**config.mk**
```make
export PLATFORM = sky130hd
export DESIGN_NAME = master_tod_pps_snapshot
export DESIGN_NICKNAME = d
export VERILOG_FILES = /design/src/rtl/master_tod_pps_snapshot.sv
export SDC_FILE = /design/constraint.sdc
export NUM_CORES = 1
export LEC_CHECK = 0
export ABC_AREA = 1
export CORE_MARGIN = 3
export CORE_UTILIZATION = 50
export DETAILED_ROUTE_END_ITERATION = 10
export PLACE_DENSITY = 0.73
export SETUP_SLACK_MARGIN = 0.1
export SYNTH_ARGS = -nofsm -noshare
export SYNTH_HDL_FRONTEND = slang
export SYNTH_SLANG_ARGS = --single-unit
export TNS_END_PERCENT = 20
```
**constraint.sdc**
```tcl
create_clock -name i_clk_tod -period 6.1 [get_ports i_clk_tod]
set_input_delay 1.22 -clock i_clk_tod [delete_from_list [all_inputs] [get_ports i_clk_tod]]
set_output_delay 1.22 -clock i_clk_tod [all_outputs]
set_load 0.02 [all_outputs]
```
**src/rtl/master_tod_pps_snapshot.sv**
```systemverilog
// Master ToD PPS snapshot: on each enabled PPS rising edge, a 96-bit ToD value is
// pushed into a small FIFO. The FIFO head, status and control registers are read
// through an Avalon-MM CSR slave.
// Optional feature macro: MASTER_TOD_SNAP_PERIOD_EN adds a PPS period counter at
// address 6. Without it, address 6 reads 0.
module master_tod_pps_snapshot #(
    parameter int unsigned FIFO_DEPTH  = 4,
    parameter int unsigned STALE_LIMIT = 1024
) (
    input  logic        i_clk_tod,
    input  logic        i_tod_rst,
    input  logic        i_pps,
    input  logic        i_tod_valid,
    input  logic [95:0] i_tod_data,
    input  logic [3:0]  csr_address,
    input  logic        csr_read,
    input  logic        csr_write,
    input  logic [31:0] csr_writedata,
    output logic [31:0] csr_readdata,
    output logic        csr_waitrequest,
    output logic        o_snap_irq
);

    localparam int unsigned PTR_W     = $clog2(FIFO_DEPTH);
    localparam int unsigned STALE_W   = $clog2(STALE_LIMIT + 1);
    localparam logic [4:0]  DEPTH_LVL = 5'(FIFO_DEPTH);
    localparam logic [STALE_W-1:0] STALE_MAX = STALE_W'(STALE_LIMIT);

    localparam logic [3:0] ADDR_STATUS = 4'd0;
    localparam logic [3:0] ADDR_SEC_HI = 4'd1;
    localparam logic [3:0] ADDR_SEC_LO = 4'd2;
    localparam logic [3:0] ADDR_NS     = 4'd3;
    localparam logic [3:0] ADDR_FRAC   = 4'd4;
    localparam logic [3:0] ADDR_POP    = 4'd5;
    localparam logic [3:0] ADDR_PERIOD = 4'd6;
    localparam logic [3:0] ADDR_CTRL   = 4'd7;

    logic [95:0]        tod_hold_q;
    logic               pps_q;
    logic [95:0]        fifo_mem [FIFO_DEPTH];
    logic [PTR_W-1:0]   wr_ptr_q;
    logic [PTR_W-1:0]   rd_ptr_q;
    logic [4:0]         level_q;
    logic               overflow_q;
    logic [STALE_W-1:0] stale_cnt_q;
    logic               ctrl_enable_q;
    logic               ctrl_irq_en_q;
    logic               rd_pending_q;
    logic [31:0]        rd_data_q;

    logic        pps_edge;
    logic        push;
    logic        pop;
    logic        push_ok;
    logic        drop;
    logic        fifo_empty;
    logic        fifo_full;
    logic        tod_stale;
    logic [95:0] snap;
    logic [95:0] head;
    logic [31:0] period_val;
    logic [31:0] rd_mux;

    assign pps_edge   = i_pps & ~pps_q;
    assign push       = pps_edge & ctrl_enable_q;
    assign fifo_empty = (level_q == 5'd0);
    assign fifo_full  = (level_q == DEPTH_LVL);
    assign pop        = csr_write && (csr_address == ADDR_POP) && !fifo_empty;
    // A pop in the same cycle frees the slot the push lands in, so full is not a drop.
    assign push_ok    = push && (!fifo_full || pop);
    assign drop       = push && fifo_full && !pop;
    assign snap       = i_tod_valid ? i_tod_data : tod_hold_q;
    assign head       = fifo_mem[rd_ptr_q];
    assign tod_stale  = (stale_cnt_q == STALE_MAX);

    // Snapshot storage; contents are don't-care while empty since head reads are masked.
    always_ff @(posedge i_clk_tod) begin
        if (push_ok) begin
            fifo_mem[wr_ptr_q] <= snap;
        end
    end

    // Core state: ToD hold, PPS edge history, FIFO pointers/level, flags and CTRL.
    always_ff @(posedge i_clk_tod) begin
        if (i_tod_rst) begin
            tod_hold_q    <= '0;
            pps_q         <= 1'b0;
            wr_ptr_q      <= '0;
            rd_ptr_q      <= '0;
            level_q       <= '0;
            overflow_q    <= 1'b0;
            stale_cnt_q   <= '0;
            ctrl_enable_q <= 1'b0;
            ctrl_irq_en_q <= 1'b0;
        end else begin
            pps_q <= i_pps;
            if (i_tod_valid) begin
                tod_hold_q <= i_tod_data;
            end

            if (i_tod_valid) begin
                stale_cnt_q <= '0;
            end else if (!tod_stale) begin
                stale_cnt_q <= stale_cnt_q + 1'b1;
            end

            if (push_ok) begin
                wr_ptr_q <= wr_ptr_q + 1'b1;
            end
            if (pop) begin
                rd_ptr_q <= rd_ptr_q + 1'b1;
            end
            if (push_ok && !pop) begin
                level_q <= level_q + 5'd1;
            end else if (pop && !push_ok) begin
                level_q <= level_q - 5'd1;
            end

            // Write-one-to-clear; a same-cycle drop wins so no overflow is lost.
            if (csr_write && (csr_address == ADDR_STATUS) && csr_writedata[8]) begin
                overflow_q <= 1'b0;
            end
            if (drop) begin
                overflow_q <= 1'b1;
            end

            if (csr_write && (csr_address == ADDR_CTRL)) begin
                ctrl_enable_q <= csr_writedata[0];
                ctrl_irq_en_q <= csr_writedata[1];
            end
        end
    end

`ifdef MASTER_TOD_SNAP_PERIOD_EN
    logic [31:0] period_cnt_q;
    logic [31:0] period_q;
    logic        period_armed_q;

    // Cycles between consecutive enabled PPS edges; disabling re-arms the measurement.
    always_ff @(posedge i_clk_tod) begin
        if (i_tod_rst) begin
            period_cnt_q   <= '0;
            period_q       <= '0;
            period_armed_q <= 1'b0;
        end else if (push) begin
            if (period_armed_q) begin
                period_q <= (period_cnt_q == 32'hFFFF_FFFF) ? period_cnt_q
                                                            : period_cnt_q + 32'd1;
            end
            period_cnt_q   <= '0;
            period_armed_q <= 1'b1;
        end else begin
            if (period_cnt_q != 32'hFFFF_FFFF) begin
                period_cnt_q <= period_cnt_q + 32'd1;
            end
            if (!ctrl_enable_q) begin
                period_armed_q <= 1'b0;
            end
        end
    end

    assign period_val = period_q;
`else
    assign period_val = 32'd0;
`endif

    // CSR read decode; head fields read 0 while the FIFO is empty.
    always_comb begin
        rd_mux = 32'd0;
        case (csr_address)
            ADDR_STATUS: rd_mux = {22'd0, tod_stale, overflow_q, 3'd0, level_q};
            ADDR_SEC_HI: rd_mux = fifo_empty ? 32'd0 : {16'd0, head[95:80]};
            ADDR_SEC_LO: rd_mux = fifo_empty ? 32'd0 : head[79:48];
            ADDR_NS:     rd_mux = fifo_empty ? 32'd0 : head[47:16];
            ADDR_FRAC:   rd_mux = fifo_empty ? 32'd0 : {16'd0, head[15:0]};
            ADDR_PERIOD: rd_mux = period_val;
            ADDR_CTRL:   rd_mux = {30'd0, ctrl_irq_en_q, ctrl_enable_q};
            default:     rd_mux = 32'd0;
        endcase
    end

    // Two-cycle read: capture data in the waitrequest cycle, present it in the next.
    always_ff @(posedge i_clk_tod) begin
        if (i_tod_rst) begin
            rd_pending_q <= 1'b0;
            rd_data_q    <= '0;
        end else if (csr_read && !rd_pending_q) begin
            rd_pending_q <= 1'b1;
            rd_data_q    <= rd_mux;
        end else begin
            rd_pending_q <= 1'b0;
            rd_data_q    <= '0;
        end
    end

    // Outputs are forced low while reset is held so a pending read is abandoned at once.
    assign csr_waitrequest = csr_read & ~rd_pending_q & ~i_tod_rst;
    assign csr_readdata    = i_tod_rst ? 32'd0 : rd_data_q;
    assign o_snap_irq      = ctrl_irq_en_q & ~fifo_empty & ~i_tod_rst;

    logic unused_wdata;
    assign unused_wdata = ^{csr_writedata[31:9], csr_writedata[7:2]};

endmodule
```
==> metrics.cfg <==
[yosys]
ys_seq_area_share_pct = 67.9
syn_avg_cell_area_um2 = 9.97
synth_cell_types = 29
ys_ff_latch = 539
synth_cells = 2162
syn-cell-area_um2 = 21600
ys_warn_count = 0
syn-num-nets = 2311

[cells_and_area]
stdcell_count = 2854
final_net_count = 2419
final_common_cell = nand2_1
drive_above_1_share_pct = 5.10
diodes = 0
most-common-layout-cells = nand2_1 (645), edfxtp_1 (384), nor2_1 (299)
area_growth_pct = 16.6

[power_and_ir_drop]
internal_power_w = 0.00605
p_comb_share_pct = 3.9
power_frac_seq_pct = 52.5
pwr-share-clk_pct = 43.5
swShare_pct = 20.2
p_switching_w = 0.00153
p_leak_nw = 9.83
power_density_nw_per_um2 = 302
vdd_drop_max_mv = 0.203

[placed_design]
numPlacedInstances = 2754
port_buffers = 142
place_congestion = 0.846
post-dp-hpwl_um = 28100

[hold_path]
hold_class = register to register

[detailed_routing]
vias = 15200
vias_per_cell = 5.31
route.met3.wl_um = 3110
drtPass1Iterations = 5
drt_iter0_drc = 1414
drt-total-wl_um = 49100
drc = 0
dr.max_layer_used = met4
wl_met2_um = 23300
wl_met1_um = 21200
routedWlPerCell_um = 17.2
ant_nets = 0

[critical_path]
arrival_ps = 2780
crit_slowest_cell = clkdlybuf4s50_1
critPathMaxFanout = 40
worstPathRequired_ps = 4880
max_stage_delay_ps = 560
cpMostUsedCell = buf_4
critPathKind = input port to primary output
path_cells = buf_4 > buf_4 > nor2_1 > clkdlybuf4s50_1
end_kind = primary output
cp-start-kind = input port

[die]
fp.dieW_um = 214
rows = 75
die_h_um = 214
ios = 172
die_area_um2 = 45600
core_um2 = 42200
initial_utilization_pct = 51.0

[sta]
setup_viol = 0
fin_crit_sh_pct = 65.6
tightestPinTransition_ps = 1160
fin_crit_ps = 4000
holdWs_ps = 457
hold_violations = 0
fin_tns_setup_ps = 0
fin_worst_skew_ps = 20.5
slew_violations = 0
fmax_ghz = 0.250
slew_headroom_pct = 22.5
rsz0062_at_grt = false

[global_route]
grt_pass1_wl_um = 76100
track_usage_pct = 21.4
grt_max_degree = 118
antenna_found_initial = 0
first_global_vias = 14600
grt.overflow.total = 0

[flow_run]
drv_cap = 0

[run_status]
run_status = finished, final reports clean

[clock_tree]
insertion_delay_ps = 590
post_cts_resize_count = 0
postCtsSetupRepairBufs = 0
cts_tree = built
path_clk_slew_ps = 60
root_buffer = clkbuf_16
cts_buffer_depth = 3
post_cts_hold_buffer_count = 0
cts.sinks = 539
h-tree-depth = 2
numCtsBuffers = 53

-- sequential cells by signal, indices dropped and copies added (netlist names), named ones only --
signal,flops
ctrl_enable_q,1
rd_pending_q,1
ctrl_irq_en_q,1
rd_data_q,32
stale_cnt_q,11
fifo_mem,384
wr_ptr_q,2
rd_ptr_q,2
level_q,5
tod_hold_q,96
overflow_q,1
pps_q,1
-- metal layers --
layer | up-vias | track usage, %
met5 | - | 0
li1 | 7350 | -
met3 | 105 | 3.53
met1 | 7226 | 28.9
met2 | 479 | 35.4
met4 | 0 | 8.07
-- cell type report --
cell class / instances / area, µm²
fillers: 3435 / 17100
clock buffers: 76 / 1580
clock inverters: 24 / 225
inverters: 150 / 567
repair buffers: 161 / 1610
flip-flops and latches: 539 / 14600
well taps: 539 / 674
multi-input cells: 1365 / 5840
-- worst paths after layout --
check	to	start	cells past startpoint	slack, ps
setup / recovery	csr_readdata[16]	i_tod_rst	4	2100
hold / removal	register	rd_ptr_q[1]	2	460
setup reg to reg	rd_data_q[8]	register	9	3300
hold reg to reg	register	rd_ptr_q[1]	2	460
-- power by group through the flow --
stage	Sequential, W	Combinational [W]	Clock (W)
2_1_floorplan	0.00406	0.000156	0
5_1_grt	0.00399	0.000329	0.00351
6_report	0.00399	0.000298	0.00330
3_3_place_gp	0.00406	0.000284	0
4_1_cts	0.00399	0.000297	0.00336
3_5_place_dp	0.00406	0.000295	0
-- Yosys cell counts (all sizes together) --
cell	number	area, µm²
buf	58	358
o22ai	32	200
nand3	53	270
o21ai	174	871
nor2	304	1140
xnor2	1	8.76
dfxtp	155	3100
nand2	647	2430
ha	10	125
o21bai	1	7.51
fa	1	20.0
inv	148	556
nor3	7	35.0
nor4	1	6.26
o211ai	2	15.0
clkbuf	50	193
edfxtp	384	11500
clkinv	2	7.51
a21oi	128	641
nor3b	1	7.51
xor2	3	26.3
-- critical path, delay by kind of cell --
kind                   cells  cell delay [ps]
buffers and inverters      3             1430
and+or+nand+nor            1              120
-- kinds of logic (layout without fill, tap and decap cells) --
kind of cell    after synthesis  in the layout  share of synthesized area [%]
flops                       539            539                           67.9
simple gates               1013           1013                           18.1
fa+ha+maj                    11             11                          0.673
compound gates              337            337                           8.05
buf+inv                     258            411                           5.17
xor+xnor                      4              4                          0.163
-- through the flow --
step	worst slack, ps	cell area, µm²	util [%]	power, W
4_1_cts	2090	25100	59.5	0.00764
3_3_place_gp	2110	23300	55.3	0.00435
6_report	2100	25100	59.5	0.00759
3_5_place_dp	2100	23300	55.3	0.00436
2_1_floorplan	-132	21600	-	0.00422
5_1_grt	2020	25100	59.5	0.00783
Power figures use the tool's default switching activity.
